==> config.mk <==
export PLATFORM = sky130hd
export DESIGN_NAME = display_control
export DESIGN_NICKNAME = d
export VERILOG_FILES = /design/src/rtl/display_control_pkg.sv /design/src/rtl/display_control_seg7_decode.sv /design/src/rtl/display_control.sv
export SDC_FILE = /design/constraint.sdc
export NUM_CORES = 1
export LEC_CHECK = 0
export BUFFER_PORTS_ARGS = -buffer_cell sky130_fd_sc_hd__buf_2
export CORE_UTILIZATION = 51
export DETAILED_ROUTE_END_ITERATION = 6
export PLACE_DENSITY = 0.85
export SYNTH_ARGS = -nofsm -noshare
export SYNTH_HDL_FRONTEND = slang
export SYNTH_SLANG_ARGS = --single-unit
==> constraint.sdc <==
create_clock -name CP1 -period 0.9 [get_ports CP1]
set_input_delay 0 -clock CP1 [delete_from_list [all_inputs] [get_ports CP1]]
set_output_delay 0 -clock CP1 [all_outputs]
set_load 0.02 [all_outputs]
==> src/rtl/display_control_pkg.sv <==
// -----------------------------------------------------------------------------
// display_control_pkg
// Shared definitions for the clock/alarm seven-segment display path:
//   - SEG_TABLE_AL : 16-entry active-low segment codes (gfedcba), hex 0-F
//   - BLANK_AL     : active-low code with no segment lit
//   - disp_mode_e  : which source pair feeds the four digits
//   - seg_code()   : table lookup with polarity applied
// -----------------------------------------------------------------------------
package display_control_pkg;

  // Bit 6 = g ... bit 0 = a. A 0 bit lights the segment.
  localparam logic [6:0] SEG_TABLE_AL [16] = '{
    7'h40, // 0
    7'h79, // 1
    7'h24, // 2
    7'h30, // 3
    7'h19, // 4
    7'h12, // 5
    7'h02, // 6
    7'h78, // 7
    7'h00, // 8
    7'h10, // 9
    7'h08, // A
    7'h03, // b
    7'h46, // C
    7'h21, // d
    7'h06, // E
    7'h0E  // F
  };

  localparam logic [6:0] BLANK_AL = 7'h7F;

  typedef enum logic [1:0] {
    MODE_HM    = 2'd0, // hours:minutes
    MODE_MS    = 2'd1, // minutes:seconds
    MODE_ALARM = 2'd2  // alarm hours:minutes
  } disp_mode_e;

  // Look up a nibble and apply output polarity (active_low=0 inverts).
  function automatic logic [6:0] seg_code(input logic [3:0] nibble,
                                          input logic       active_low);
    logic [6:0] code;
    code = SEG_TABLE_AL[nibble];
    return active_low ? code : ~code;
  endfunction

  // Blank pattern for the given polarity.
  function automatic logic [6:0] blank_code(input logic active_low);
    return active_low ? BLANK_AL : ~BLANK_AL;
  endfunction

endpackage

==> src/rtl/display_control_seg7_decode.sv <==
// -----------------------------------------------------------------------------
// seg7_decode
// Purely combinational hex-to-seven-segment decoder. Every nibble value 0-F
// is shown as its hex glyph; nothing is blanked here.
// Parameters:
//   SEG_ACTIVE_LOW : 1 = lit segment drives 0, 0 = lit segment drives 1
// Ports:
//   nibble_i [3:0] : value to display
//   seg_o    [6:0] : segment code, bit 6 = g ... bit 0 = a
// -----------------------------------------------------------------------------
module seg7_decode
  import display_control_pkg::*;
#(
  parameter bit SEG_ACTIVE_LOW = 1'b1
) (
  input  logic [3:0] nibble_i,
  output logic [6:0] seg_o
);

  assign seg_o = seg_code(nibble_i, SEG_ACTIVE_LOW);

endmodule

==> src/rtl/display_control.sv <==
// -----------------------------------------------------------------------------
// display_control
// Selects one of three packed-BCD time pairs, decodes the four nibbles to
// seven-segment codes and registers them so all digits change on one edge.
// Configuration macro:
//   DISPLAY_CONTROL_LEADING_BLANK_EN : when defined, HEX3 is blanked if the
//                                      selected left tens nibble is 0.
// Parameters:
//   SEG_ACTIVE_LOW : 1 = lit segment drives 0 (default), 0 = drives 1
// Ports:
//   CP1         : clock, rising edge
//   CR          : asynchronous active-high reset, blanks all digits
//   Hour        [7:0] : current hour, packed BCD
//   Minutes     [7:0] : current minutes, packed BCD
//   Second      [7:0] : current seconds, packed BCD
//   AHour       [7:0] : alarm hour, packed BCD
//   AMinutes    [7:0] : alarm minutes, packed BCD
//   SwitchMHToS       : 0 = hours:minutes, 1 = minutes:seconds
//   DisplayA          : 1 = alarm time (overrides SwitchMHToS)
//   HEX3..HEX0  [6:0] : digit codes, HEX3 leftmost
// -----------------------------------------------------------------------------
module display_control
  import display_control_pkg::*;
#(
  parameter bit SEG_ACTIVE_LOW = 1'b1
) (
  input  logic       CP1,
  input  logic       CR,
  input  logic [7:0] Hour,
  input  logic [7:0] Minutes,
  input  logic [7:0] Second,
  input  logic [7:0] AHour,
  input  logic [7:0] AMinutes,
  input  logic       SwitchMHToS,
  input  logic       DisplayA,
  output logic [6:0] HEX3,
  output logic [6:0] HEX2,
  output logic [6:0] HEX1,
  output logic [6:0] HEX0
);

  localparam logic [6:0] BLANK = blank_code(SEG_ACTIVE_LOW);

  disp_mode_e mode_d;
  logic [7:0] left_d;
  logic [7:0] right_d;
  logic [6:0] dec3, dec2, dec1, dec0;
  logic [6:0] hex3_d, hex2_d, hex1_d, hex0_d;
  logic [6:0] hex3_q, hex2_q, hex1_q, hex0_q;

  // Mode priority: alarm display wins over the seconds switch.
  always_comb begin
    mode_d = MODE_HM;
    if (DisplayA) begin
      mode_d = MODE_ALARM;
    end else if (SwitchMHToS) begin
      mode_d = MODE_MS;
    end
  end

  always_comb begin
    left_d  = Hour;
    right_d = Minutes;
    case (mode_d)
      MODE_HM: begin
        left_d  = Hour;
        right_d = Minutes;
      end
      MODE_MS: begin
        left_d  = Minutes;
        right_d = Second;
      end
      MODE_ALARM: begin
        left_d  = AHour;
        right_d = AMinutes;
      end
      default: begin
        left_d  = Hour;
        right_d = Minutes;
      end
    endcase
  end

  seg7_decode #(.SEG_ACTIVE_LOW(SEG_ACTIVE_LOW)) u_dec3 (
    .nibble_i (left_d[7:4]),
    .seg_o    (dec3)
  );

  seg7_decode #(.SEG_ACTIVE_LOW(SEG_ACTIVE_LOW)) u_dec2 (
    .nibble_i (left_d[3:0]),
    .seg_o    (dec2)
  );

  seg7_decode #(.SEG_ACTIVE_LOW(SEG_ACTIVE_LOW)) u_dec1 (
    .nibble_i (right_d[7:4]),
    .seg_o    (dec1)
  );

  seg7_decode #(.SEG_ACTIVE_LOW(SEG_ACTIVE_LOW)) u_dec0 (
    .nibble_i (right_d[3:0]),
    .seg_o    (dec0)
  );

  // Leading-zero suppression applies to the leftmost digit only.
  always_comb begin
`ifdef DISPLAY_CONTROL_LEADING_BLANK_EN
    hex3_d = (left_d[7:4] == 4'd0) ? BLANK : dec3;
`else
    hex3_d = dec3;
`endif
    hex2_d = dec2;
    hex1_d = dec1;
    hex0_d = dec0;
  end

  // All four digits share one register stage so a mode switch never shows
  // digits from two different source pairs.
  always_ff @(posedge CP1 or posedge CR) begin
    if (CR) begin
      hex3_q <= BLANK;
      hex2_q <= BLANK;
      hex1_q <= BLANK;
      hex0_q <= BLANK;
    end else begin
      hex3_q <= hex3_d;
      hex2_q <= hex2_d;
      hex1_q <= hex1_d;
      hex0_q <= hex0_d;
    end
  end

  assign HEX3 = hex3_q;
  assign HEX2 = hex2_q;
  assign HEX1 = hex1_q;
  assign HEX0 = hex0_q;

endmodule

==> results_dict.tcl, run 1 <==
set metrics [dict create \
    status "did not finish" \
    stop_stage "global routing (5_1_grt)" \
    first-error "[ERROR DPL-0033] detailed placement checks failed during check placement." \
    ys_seq_area_share_pct 33.4 \
    synth_edf_count 0 \
    synth_cell_types 33 \
    initial_core_util_pct 54.2 \
    cts_root_buf "clkbuf_8" \
    htree_levels 1 \
    yosysWarnings 0 \
    grt_antenna_before_repair 0 \
    dpl.cell_count 363 \
    core.rowCount 23 \
    synth-seq-cells 28 \
    io_pins 72 \
    dp_slack_ps -581 \
    synth_top_cell_by_area "dfstp_2" \
    async_reset_ff_share_pct 100 \
    netlist_area_um2 2200 \
    dpl.hpwl_mm 4.38 \
    worst_endpoint_kind "register data pin" \
    netlist.area_leader.share_pct 33.4 \
    synth.avg_cell_area_um2 10.7 \
    cts_max_path_buffers 2 \
    cts_buffers 3 \
    synth_nets 273 \
    synth_flop_cell "dfstp_2" \
    portBuffers 71 \
    die_x_um 67.7 \
    die_h_um 67.7 \
    gp_congestion 0.843 \
    worst_endpoint "HEX1[5]$_DFF_PP1_/D" \
    synth.area.top_cells "dfstp_2, mux2i_1, ha_1, o21a_1, nand2_1" \
    grt_max_degree 29 \
    syn_inst 205 \
    cts_sinks 28 \
]
kinds of logic after synthesis:
| family | after synthesis | share of synthesized area [%] |
|---|---|---|
| fa+ha+maj | 24 | 13.7 |
| xor+xnor | 4 | 1.59 |
| buf+inv | 24 | 7.28 |
| compound gates | 50 | 16.4 |
| simple gates | 34 | 7.28 |
| mux | 41 | 20.4 |
| flops | 28 | 33.4 |
synthesized netlist by cell type (5+ instances only):
| master | number |
|---|---|
| ha_1 | 24 |
| dfstp_2 | 28 |
| buf_2 | 5 |
| nand2_1 | 19 |
| o21a_1 | 13 |
| mux2i_1 | 34 |
| inv_1 | 11 |
| o22ai_1 | 9 |
| o21ai_0 | 7 |
through the flow:
stage	cell area (µm²)	hold slack, ps
CTS	3710	66.4
detailed placement	3130	376
global placement	3130	358
floorplan	2430	271
timing repair:
item,in CTS
hold endpoints to repair,0
hold buffers,0
gates resized for setup,99
gates cloned,2
setup endpoints to repair,56
pin swaps,13
buffers inserted,15
==> run 2, diff against run 1 <==
--- a/config.mk
+++ b/config.mk
@@ -6,9 +6,9 @@
 export NUM_CORES = 1
 export LEC_CHECK = 0
 export BUFFER_PORTS_ARGS = -buffer_cell sky130_fd_sc_hd__buf_2
-export CORE_UTILIZATION = 51
+export CORE_UTILIZATION = 36
 export DETAILED_ROUTE_END_ITERATION = 6
-export PLACE_DENSITY = 0.85
+export PLACE_DENSITY_LB_ADDON = 0.15
 export SYNTH_ARGS = -nofsm -noshare
 export SYNTH_HDL_FRONTEND = slang
 export SYNTH_SLANG_ARGS = --single-unit
==> run 2 against run 1 <==
Net effect:
- the flow now finishes, with violations (setup timing)
- synthesized cell count unchanged
- synthesized area unchanged
==> results_dict.tcl, run 2 <==
set metrics [dict create \
    worstMarginPinSlew_ps 324 \
    fin_ws_ps -190 \
    io_pins 72 \
    drive_gt1_share_pct 69.4 \
    grt_pass1_vias 1994 \
    drtIter0Drc 38 \
    critical_path.max_fanout 6 \
    powerDensity_nw_per_um2 1300 \
    regArea_um2 736 \
    fill_cells 478 \
    final_util_pct 63.5 \
    synth.avg_cell_area_um2 10.7 \
    max_freq_ghz 0.917 \
    dpl.hpwl_mm 4.36 \
    leakagePower_nw 1.76 \
    drv_slew 0 \
    drc 0 \
    cts_sinks 28 \
    cts_root_buf "clkbuf_8" \
    failed_checks "setup timing" \
    final_common_cell "buf_4" \
    synth_flop_cell "dfstp_2" \
    clkTransAtPathRegs_ps 110 \
    crit_type "input pin to flip-flop" \
    drt-pass1-iter-count 4 \
    yosysWarnings 0 \
    dieArea_um2 6430 \
    busiest_layer "met2" \
    start_kind "input pin" \
    die_h_um 80.2 \
    die_x_um 80.2 \
    grt_max_degree 29 \
    portBuffers 71 \
    multiInputGateArea_um2 1600 \
    synth.area.top_cells "dfstp_2, mux2i_1, ha_1, o21a_1, nand2_1" \
    synth_compound_area_share_pct 16.4 \
    routed_wl_mm 5.83 \
    nets 406 \
    initial_core_util_pct 37.2 \
    netlist.area_leader.share_pct 33.4 \
    cts_tree "done" \
    yosys.area_share.simple_pct 7.28 \
    viasPerCell 4.83 \
    drv_cap 0 \
    hold_viol 0 \
    netlist_area_um2 2200 \
    syn_to_final_growth_pct 70.9 \
    cp_data_arrival_time_ps 1300 \
    setup_viol 55 \
    met1_usage_pct 22.6 \
    status "finished, violations left" \
    synth-xor-area-share_pct 1.59 \
    critPathCaptureType "flip-flop" \
    ant_nets 0 \
    max-vdd-ir-drop_v 0.000792 \
    hold_start "AMinutes[7]" \
    async_reset_ff_share_pct 100 \
    synth_mux_area_share_pct 20.4 \
    wl_per_cell_um 14.1 \
    synth_fa_ha_area_share_pct 13.7 \
    antenna_cells 0 \
    syn_inst 205 \
    core.rowCount 28 \
    synth-seq-cells 28 \
    rsz0062_at_grt "yes" \
    gp_congestion 0.814 \
    yosysMostFrequentCell "mux2i_1" \
    synth_nets 273 \
    relSlewSlack_pct 78.3 \
    grtUsageTotal_pct 18.3 \
    core_area_um2 5920 \
    synth_top_family_by_area "multiplexers" \
    grt_overflow 0 \
    synth_cell_types 33 \
    cts_buffers 3 \
    grt_pass1_wl_mm 9.19 \
    htree_levels 1 \
    synthTopCellsByCount "mux2i_1, dfstp_2, ha_1" \
    finalInstanceArea_um2 3760 \
    ys_seq_area_share_pct 33.4 \
    synth_top_cell_by_area "dfstp_2" \
    met3_usage_pct 2.16 \
    hold_class "input pin to flip-flop" \
    place_area_um2 3240 \
    fin_crit_sh_pct 121 \
    grt_use_met2_pct 33.6 \
    period_minus_slack_ps 1090 \
    fin_setup_tns_ps -3620 \
    dr_total_vias 1988 \
    critical_path.startpoint "SwitchMHToS" \
    p_total_mw 4.87 \
    required_ps 1110 \
    layout_common_cells "buf_4, buf_2, buf_6, mux2i_1, dfstp_2" \
    cts_max_path_buffers 2 \
    synth_edf_count 0 \
    grt_antenna_before_repair 0 \
]
==> run 2: worst paths after layout <==
path | end | depth (start not counted)
min | HEX1[6] | 4
max | HEX1[0] | 7
min in group asynchronous | HEX0[5] | 4
max in group asynchronous | HEX2[0] | 4
==> run 2: kinds of logic after synthesis <==
group,after synthesis
flops,28
xor+xnor,4
mux,41
fa+ha+maj,24
compound gates,50
buf+inv,24
simple gates,34
==> run 2: worst max-delay path: stages <==
cell and delay [ps]:
buf_12 110, mux2_4 300, mux2i_4 240, inv_2 100, ha_4 180, and3_4 140
a211o_1 240
==> run 2: through the flow <==
stage / hold slack [ps] / worst slack, ps / std cells
global route: 170 / -251 / 412
detailed placement: 259 / -542 / 397
CTS: 118 / -180 / 408
finish: 154 / -190 / 412
global placement: 257 / -539 / 397
floorplan: 271 / -535 / 205
==> run 2: layer usage <==
metal,vias to the layer above,routed length [µm]
met3,4,149
li1,1000,-
met4,0,59
met2,35,3080
met1,949,2540
met5,-,0
==> run 2: report_power, final <==
group          total [mW]  internal (mW)  switching (mW)  leakage, nW
Sequential           1.66           1.57          0.0895        0.293
Clock               0.826          0.392           0.433       0.0288
Combinational        2.38           1.29            1.09         1.44
==> run 2: layout make-up <==
class,count,area share [%]
timing repair buffer,141,32.4
sequential,28,19.6
multi-input combinational,153,42.6
inverter,11,1.50
tap,75,2.50
clock buffer,4,1.46
==> run 2: timing repair <==
action                                 in CTS  in global routing
endpoints found under the hold margin      28                  0
pin swaps                                   6                 11
setup endpoints to repair                  56                 56
cloned                                      1                  1
buffers inserted                            5                  3
gates resized for setup                    81                 21
hold buffers                                1                  0
No activity file was read; power rests on OpenSTA's default activity.
==> run 3, diff against run 2 <==
--- a/config.mk
+++ b/config.mk
@@ -7,6 +7,7 @@
 export LEC_CHECK = 0
 export BUFFER_PORTS_ARGS = -buffer_cell sky130_fd_sc_hd__buf_2
 export CORE_UTILIZATION = 36
+export CTS_BUF_LIST = sky130_fd_sc_hd__clkbuf_16
 export DETAILED_ROUTE_END_ITERATION = 6
 export PLACE_DENSITY_LB_ADDON = 0.15
 export SYNTH_ARGS = -nofsm -noshare
==> run 3 against run 2 <==
Net effect:
- the flow still finishes with violations (setup timing)
- clock-buffer cell count decreased by 1
- critical path type unchanged
- sequential power about the same
- final area increased by 2.2%
- critical endpoint is now HEX1[4]
==> results_dict.tcl, run 3 (synthesis gave the netlist of run 2 again) <==
set metrics [dict create \
    max_freq_ghz 0.876 \
    drive_gt1_share_pct 69.9 \
    timing.hold.ws_ps 163 \
    routed_wl_mm 6.09 \
    core.rowCount 28 \
    drc 0 \
    initial_core_util_pct 37.2 \
    critPathCaptureType "flip-flop" \
    drt-pass1-iter-count 4 \
    period_minus_slack_ps 1140 \
    die_h_um 80.2 \
    syn_to_final_growth_pct 74.6 \
    cts_tree "done" \
    cp_data_arrival_time_ps 1340 \
    hold_class "input pin to flip-flop" \
    ant_nets 0 \
    rsz0062_at_grt "yes" \
    required_ps 1090 \
    cts_sinks 28 \
    setup_viol 41 \
    antenna_cells 0 \
    worstMarginPinSlew_ps 311 \
    viasPerCell 4.88 \
    intPower_mw 3.50 \
    max-vdd-ir-drop_v 0.000867 \
    p_total_mw 5.17 \
    htree_levels 1 \
    failed_checks "setup timing" \
    p_comb_share_pct 47.3 \
    clkPwrFrac_pct 20.5 \
    dr_total_vias 2022 \
    core_area_um2 5920 \
    crit_type "input pin to flip-flop" \
    clkTransAtPathRegs_ps 70 \
    fin_ws_ps -241 \
    finalInstanceArea_um2 3840 \
    layout_common_cells "buf_4, buf_6, buf_2, dfstp_2, mux2i_1" \
    die_x_um 80.2 \
    grtUsageTotal_pct 18.7 \
    dieArea_um2 6430 \
    relSlewSlack_pct 79.1 \
    grt_overflow 0 \
    grt_max_degree 29 \
    critical_path.max_fanout 7 \
    start_kind "input pin" \
    portBuffers 71 \
    final_common_cell "buf_4" \
    wl_per_cell_um 14.7 \
    grt_pass1_wl_mm 9.33 \
    nets 408 \
    hold_viol 0 \
    place_area_um2 3240 \
    cts_buffers 3 \
    io_pins 72 \
    cts_root_buf "clkbuf_16" \
    grt_pass1_vias 1991 \
    status "finished, violations left" \
    seqPwrFrac_pct 32.2 \
    cts_max_path_buffers 2 \
    gp_congestion 0.814 \
    drv_slew 0 \
    grt_antenna_before_repair 0 \
    swShare_pct 32.3 \
    dpl.hpwl_mm 4.36 \
    drv_cap 0 \
    fin_crit_sh_pct 127 \
    powerDensity_nw_per_um2 1350 \
    leakagePower_nw 1.79 \
    p_sw_mw 1.67 \
    drtIter0Drc 24 \
]
-- run 3: cell types whose count changed in the layout (fill, tap and decap cells not counted), sizes merged --
cell	previous run	this run
clkbuf	5	4
clkinv	0	1
buf	139	141
-- run 3: what timing repair did --
item,in CTS,in global routing
setup buffers,6,4
resized for setup,84,25
pin swaps,6,11
hold buffers,1,0
endpoints found under the setup margin,56,56
hold endpoints to repair,28,0
cloned,0,2
-- run 3: cell type report --
type / count / area [µm²]
Fill cell: 476 / 2080
Multi-Input combinational cell: 153 / 1640
Timing Repair Buffer: 143 / 1240
Sequential cell: 28 / 736
Tap cell: 75 / 93.8
Clock buffer: 3 / 75.1
Inverter: 11 / 56.3
Clock inverter: 1 / 3.75
-- run 3: power groups by stage --
| stage | clock [mW] | sequential (mW) | combinational [mW] |
|---|---|---|---|
| final | 1.06 | 1.66 | 2.44 |
| after global routing | 1.16 | 1.69 | 2.62 |
| after CTS | 1.10 | 1.66 | 2.30 |
| after detailed placement | 0 | 1.63 | 1.94 |
| after global placement | 0 | 1.63 | 1.93 |
| after floorplan | 0 | 1.90 | 0.958 |
-- run 3: worst paths after layout --
check	startpoint	to	cells past startpoint	slack [ps]
worst max-delay path	SwitchMHToS	HEX1[4]	7	-240
worst min-delay path	AMinutes[7]	HEX1[6]	4	160
max in group asynchronous	CR	HEX0[4]	4	340
min in group asynchronous	CR	HEX0[5]	4	520
-- run 3: through the flow --
stage / util [%] / cells / setup WS, ps / setup TNS, ps
finish: 64.9 / 414 / -241 / -3720
floorplan: - / 205 / -535 / -9330
global placement: 54.7 / 397 / -539 / -12930
global route: 64.9 / 414 / -264 / -5730
CTS: 62.0 / 408 / -203 / -3580
detailed placement: 54.7 / 397 / -542 / -13320
-- run 3: worst max-delay path, stage by stage --
cell,delay [ps]
buf_12,110
buf_12,130
mux2_4,310
mux2i_4,220
buf_6,140
mux2_4,290
o21ai_2,130
-- run 3: routing by layer --
layer  global-route usage, %  part of all wire [%]  vias to the layer above
met3                    2.05                   2.3                        2
met1                    22.7                    42                      977
met2                    35.0                    55                       29
li1                        -                     -                     1014
met5                       0                     0                        -
met4                    4.46                  0.62                        0
